### src/rtl/sed_pkg.sv
// Shared types and helpers for the SED scan controller: FSM state encoding,
// width calculation and next-set-bank search over a mask of up to 16 banks.
package sed_pkg;

   typedef enum logic [1:0] {
      IDLE  = 2'd0,
      SCAN  = 2'd1,
      CHECK = 2'd2,
      DONE  = 2'd3
   } sed_state_t;

   localparam int SED_MAX_BANKS = 16;

   typedef struct packed {
      logic       valid;
      logic [3:0] idx;
   } sed_next_t;

   // Never returns less than 1 so single-bank / tiny builds keep legal vectors
   function automatic int sed_clog2(input int n);
      int w;
      w = 1;
      while ((1 << w) < n) begin
         w = w + 1;
      end
      return w;
   endfunction

   function automatic sed_next_t sed_next_bank(input logic [SED_MAX_BANKS-1:0] mask,
                                                input logic [3:0]               cur);
      sed_next_t r;
      r.valid = 1'b0;
      r.idx   = 4'd0;
      for (int i = SED_MAX_BANKS - 1; i >= 0; i--) begin
         if ((i > int'(cur)) && mask[i]) begin
            r.valid = 1'b1;
            r.idx   = i[3:0];
         end
      end
      return r;
   endfunction

endpackage

### src/rtl/sed_frame_counter.sv
// Modulo-FRAMES frame counter for the SED scan; tc flags the last frame of a bank.
module sed_frame_counter
   import sed_pkg::*;
#(
   parameter int FRAMES = 1024
) (
   input  logic clkout,
   input  logic reset,
   input  logic clr,
   input  logic inc,
   output logic tc
);

   localparam int            CW   = sed_clog2(FRAMES);
   localparam logic [CW-1:0] LAST = CW'(FRAMES - 1);

   logic [CW-1:0] count_r;

   // Frame position within the current bank
   always_ff @(posedge clkout or posedge reset) begin
      if (reset) begin
         count_r <= '0;
      end else if (clr) begin
         count_r <= '0;
      end else if (inc) begin
         count_r <= (count_r == LAST) ? '0 : count_r + CW'(1);
      end else begin
         count_r <= count_r;
      end
   end

   assign tc = (count_r == LAST);

endmodule

### src/rtl/sed_scan_ctrl.sv
// Multi-bank SED scan controller. Define SED_FRCERR_EN to let frc_err force
// CHECK failures; otherwise frc_err is accepted but ignored.
module sed_scan_ctrl
   import sed_pkg::*;
#(
   parameter int NUM_BANKS = 4,
   parameter int FRAMES    = 1024,
   parameter int ERRCNT_W  = 8
) (
   input  logic                             clkout,
   input  logic                             reset,
   input  logic                             enable,
   input  logic                             start,
   input  logic                             always_mode,
   input  logic [NUM_BANKS-1:0]             bank_mask,
   input  logic [NUM_BANKS-1:0]             bank_fail,
   input  logic [NUM_BANKS-1:0]             frc_err,
   input  logic                             err_clr,
   output logic                             inprog,
   output logic                             done,
   output logic                             err,
   output logic [sed_clog2(NUM_BANKS)-1:0]  err_bank,
   output logic [ERRCNT_W-1:0]              err_count,
   output logic [sed_clog2(NUM_BANKS)-1:0]  cur_bank
);

   localparam int BW = sed_clog2(NUM_BANKS);

   sed_state_t            state_r, next_s;
   logic                  start_q;
   logic [NUM_BANKS-1:0]  mask_r;
   logic                  start_cond_s;
   logic                  load_first_s;
   logic                  check_s;
   logic                  cnt_clr_s;
   logic                  cnt_inc_s;
   logic                  cnt_tc_s;
   logic                  fail_s;
   logic [BW-1:0]         first_idx_s;
   sed_next_t             first_s;
   sed_next_t             next_bank_s;

   assign start_cond_s = enable & ((start & ~start_q) | always_mode);
   assign next_bank_s  = sed_next_bank(SED_MAX_BANKS'(mask_r), 4'(cur_bank));

   // Lowest enabled bank of the mask presented at scan start
   always_comb begin
      first_s     = sed_next_bank(SED_MAX_BANKS'(bank_mask), 4'd0);
      first_idx_s = '0;
      if (bank_mask[0]) begin
         first_idx_s = '0;
      end else begin
         first_idx_s = BW'(first_s.idx);
      end
   end

`ifdef SED_FRCERR_EN
   assign fail_s = bank_fail[cur_bank] | frc_err[cur_bank];
`else
   logic unused_frc_s;
   assign unused_frc_s = ^frc_err;
   assign fail_s       = bank_fail[cur_bank];
`endif

   // State register
   always_ff @(posedge clkout or posedge reset) begin
      if (reset) begin
         state_r <= IDLE;
      end else begin
         state_r <= next_s;
      end
   end

   // Next state and per-cycle control strobes; enable low forces IDLE
   always_comb begin
      next_s       = state_r;
      cnt_clr_s    = 1'b1;
      cnt_inc_s    = 1'b0;
      load_first_s = 1'b0;
      check_s      = 1'b0;
      if (!enable) begin
         next_s = IDLE;
      end else begin
         case (state_r)
            IDLE: begin
               if (start_cond_s) begin
                  load_first_s = 1'b1;
                  next_s       = (bank_mask == '0) ? DONE : SCAN;
               end else begin
                  next_s = IDLE;
               end
            end
            SCAN: begin
               cnt_clr_s = 1'b0;
               cnt_inc_s = 1'b1;
               if (cnt_tc_s) begin
                  next_s = CHECK;
               end else begin
                  next_s = SCAN;
               end
            end
            CHECK: begin
               check_s = 1'b1;
               if (next_bank_s.valid) begin
                  next_s = SCAN;
               end else begin
                  next_s = DONE;
               end
            end
            DONE: begin
               next_s = IDLE;
            end
            default: begin
               next_s = IDLE;
            end
         endcase
      end
   end

   sed_frame_counter #(
      .FRAMES (FRAMES)
   ) u_frame_counter (
      .clkout (clkout),
      .reset  (reset),
      .clr    (cnt_clr_s),
      .inc    (cnt_inc_s),
      .tc     (cnt_tc_s)
   );

   // Start edge detect, pass mask and current bank
   always_ff @(posedge clkout or posedge reset) begin
      if (reset) begin
         start_q  <= 1'b0;
         mask_r   <= '0;
         cur_bank <= '0;
      end else begin
         start_q <= start;
         if (load_first_s) begin
            mask_r   <= bank_mask;
            cur_bank <= first_idx_s;
         end else if (check_s && next_bank_s.valid) begin
            mask_r   <= mask_r;
            cur_bank <= BW'(next_bank_s.idx);
         end else begin
            mask_r   <= mask_r;
            cur_bank <= cur_bank;
         end
      end
   end

   // Sticky error capture; a fail in the same cycle as err_clr wins
   always_ff @(posedge clkout or posedge reset) begin
      if (reset) begin
         err       <= 1'b0;
         err_bank  <= '0;
         err_count <= '0;
      end else if (check_s && fail_s) begin
         err <= 1'b1;
         if (err_clr) begin
            err_count <= ERRCNT_W'(1);
            err_bank  <= cur_bank;
         end else begin
            err_count <= (err_count == '1) ? err_count : err_count + ERRCNT_W'(1);
            err_bank  <= err ? err_bank : cur_bank;
         end
      end else if (err_clr) begin
         err       <= 1'b0;
         err_bank  <= '0;
         err_count <= '0;
      end else begin
         err       <= err;
         err_bank  <= err_bank;
         err_count <= err_count;
      end
   end

   assign inprog = (state_r == SCAN) || (state_r == CHECK);
   assign done   = (state_r == DONE);

endmodule
### config.mk
export PLATFORM = sky130hd
export DESIGN_NAME = sed_scan_ctrl
export DESIGN_NICKNAME = d
export VERILOG_FILES = /design/src/rtl/sed_pkg.sv /design/src/rtl/sed_frame_counter.sv /design/src/rtl/sed_scan_ctrl.sv
export SDC_FILE = /design/constraint.sdc
export NUM_CORES = 1
export LEC_CHECK = 0
export CORE_MARGIN = 4
export CORE_UTILIZATION = 37
export CTS_CLUSTER_DIAMETER = 120
export CTS_CLUSTER_SIZE = 40
export DETAILED_ROUTE_END_ITERATION = 10
export GPL_TIMING_DRIVEN = 0
export PLACE_DENSITY = 0.58
export REMOVE_ABC_BUFFERS = 1
export SLEW_MARGIN = 20
export SYNTH_ARGS = -nofsm -noshare
export SYNTH_HDL_FRONTEND = slang
export SYNTH_HIERARCHICAL = 1
export SYNTH_SLANG_ARGS = --single-unit
### constraint.sdc
create_clock -name clkout -period 2 [get_ports clkout]
set_input_delay 0.4 -clock clkout [delete_from_list [all_inputs] [get_ports clkout]]
set_output_delay 0.4 -clock clkout [all_outputs]
set_load 0.03 [all_outputs]
==> results.cfg <==
[sta]
slew_headroom_pct = 48.7
slew_viol_final = 0
min_period_ns = 1.91
rsz0062_at_grt = false
finalSetupViolations = 0
hold_viol = 0
fin_skew_ns = 0.00360
fin_crit_sh_pct = 95.5
finalSetupTns_ns = 0
max_freq_mhz = 524
tightest_slew_ns = 0.769

[yosys]
syn_area_per_cell_um2 = 9.71
synth_flop_cell = dfrtp_1
synth_top_area_share_pct = 44.2
ys_types = 47
ys_seq_area_share_pct = 44.2
synth_largest_area_cell = dfrtp_1
async_reset_ff_share_pct = 100
synth_warnings = 6
synth-seq-cells = 29
syn_area_um2 = 1640
synth_most_common_cell = dfrtp_1
synthTopCellsByCount = dfrtp_1, a21oi_1, nor2_1
synthCells = 169
netlist_top_cells_area = dfrtp_1, ha_1, a21oi_1
synth-edff-count = 0

[setup_path]
r2r_start = state_r[1]$_DFF_PP0_
worstPathArrival_ns = 1.51
worstSetupStartpointType = flop
crit_fanout = 3
critPathKind = reg -> out
reg2reg_to = u_frame_counter/count_r[7]$_DFFE_PP0P_
r2r_cells = 8
reg2reg_slack_ns = 0.14
cp_data_required_time_ns = 1.60
critical_path.endpoint_type = output port

[floorplanning]
core.rowCount = 23
start_util_pct = 39.6
die_area_um2 = 5560
coreArea_um2 = 4140
die_y_um = 74.6
die_w_um = 74.6
ioPinCount = 33

[clock_network]
clock_latency_ns = 0.28
clockRootBuffer = clkbuf_8
clk_pin_slew_ns = 0.06
cts_buffers = 5
ctsHtreeMaxLevel = 2
cts_tree = yes
cts.sinks = 29
clock_path_buffers = 2

[placed_design]
dpl.hpwl_mm = 2.64
placed_area_um2 = 1940
gp_congestion = 0.818
io_buffer_count = 28

[global_routing]
grt_pass1_vias = 1349
track_usage_pct = 14.2
grt_pass1_wl_mm = 6.05
overflow = 0
grt_max_degree = 20
antenna_found_initial = 0

[routing]
totalWireLength_mm = 3.56
via_count = 1393
viasPerCell = 5.55
drc = 0
wire_per_inst_um = 14.2
ant_nets = 0
drt_iter0_drc = 72
drt-pass1-iter-count = 4

[layout]
synthToLayoutAreaGrowth_pct = 25.6
final_nets = 225
fin_area_um2 = 2060
n_antenna_cell = 0
drive_above_1_share_pct = 10.9

[run]
max-cap-violations = 0

[power]
power.leakage_nw = 0.856
ir_drop_mv = 0.402
power.density_nw_per_um2 = 819

[status]
status = finished, final reports clean

[min_path]
hold_path_class = in -> async
-- final cells by class --
type	count	area (um^2)
inverter	12	47.5
clock buffer	7	96.3
sequential	29	726
timing repair buffer	29	289
multi-input combinational	123	835
tap	50	62.6
fill	407	2080
clock inverter	1	5.00
-- power by group --
group          switching [mW]  leakage [nW]  internal [mW]  total [mW]
Sequential             0.0743         0.393          0.645       0.720
Combinational           0.246         0.409          0.194       0.440
Clock                   0.218        0.0542          0.310       0.528
-- repair_timing --
item                       4_1_cts  5_1_grt
pin swaps                        0        0
hold buffers                     0        0
setup endpoints to repair        6        3
setup buffers                    0        1
gates resized for setup          3        4
-- logic make-up (layout without fill, tap and decap cells) --
family,after synthesis,count (layout),share of synthesized area [%]
and+or+nand+nor,62,62,20.6
AOI/OAI and AO/OA,44,44,17.8
DFF,29,29,44.2
buffers and inverters,17,49,5.49
adders and majority gates,7,7,5.34
xor gates and xnor gates,6,6,3.20
muxes,4,4,3.36
-- how the worst max path moves through the flow --
stage | from | to | slack [ns] | cells past startpoint
detailed placement | enable | u_frame_counter/count_r[7]$_DFFE_PP0P_ | -0.48 | 7
global placement | enable | u_frame_counter/count_r[7]$_DFFE_PP0P_ | -0.41 | 7
finish | state_r[1]$_DFF_PP0_ | done | 0.09 | 2
global route | state_r[0]$_DFF_PP0_ | err_count[3]$_DFFE_PP0P_ | 0.01 | 6
CTS | state_r[1]$_DFF_PP0_ | u_frame_counter/count_r[7]$_DFFE_PP0P_ | 0.01 | 8
floorplan | state_r[1]$_DFF_PP0_ | u_frame_counter/count_r[7]$_DFFE_PP0P_ | 0.17 | 8
-- registers in the layout, summed over array words and instances, names as in the netlist --
name and count:
cur_bank 2, u_frame_counter/count_r 10, start_q 1, mask_r 3, err_count 8, err 1, err_bank 2, state_r 2
-- metal layers --
layer  up-vias  global-route usage, %  part of all wire [%]
met5         -                      0                     0
met4         0                   4.15                  0.87
met3         6                   4.19                   4.9
met2        38                   23.5                    50
met1       677                   17.8                    44
li1        672                      -                     -
-- cell usage in the layout (no fill, tap or decap), types with 4 or more instances in the layout --
cell type,synthesis,routed
clkdlybuf4s50_1,0,26
nor2_1,13,13
dfrtp_1,29,29
nand3_1,7,7
nand2b_1,4,4
xor2_1,4,4
nor3_1,4,4
inv_1,12,11
clkbuf_8,0,7
a21oi_1,16,16
ha_1,7,6
o21ai_0,6,6
nand2_1,9,8
-- through the flow --
step | cells | hold WS [ns] | setup WS [ns] | utilization, % | power (mW)
finish | 251 | 0.442 | 0.0905 | 49.7 | 1.69
global route | 251 | 0.461 | 0.0125 | 49.7 | 1.79
CTS | 250 | 0.438 | 0.0101 | 49.2 | 1.71
floorplan | 164 | 0.240 | 0.167 | - | 1.00
global placement | 242 | 0.478 | -0.414 | 46.8 | 1.15
detailed placement | 242 | 0.488 | -0.484 | 46.8 | 1.17
-- critical path, cell delays in order, from the launching register on --
cell	delay [ns]
dfrtp_1	0.39
ha_1	0.17
clkdlybuf4s50_1	0.67
Power figures use the tool's default switching activity.
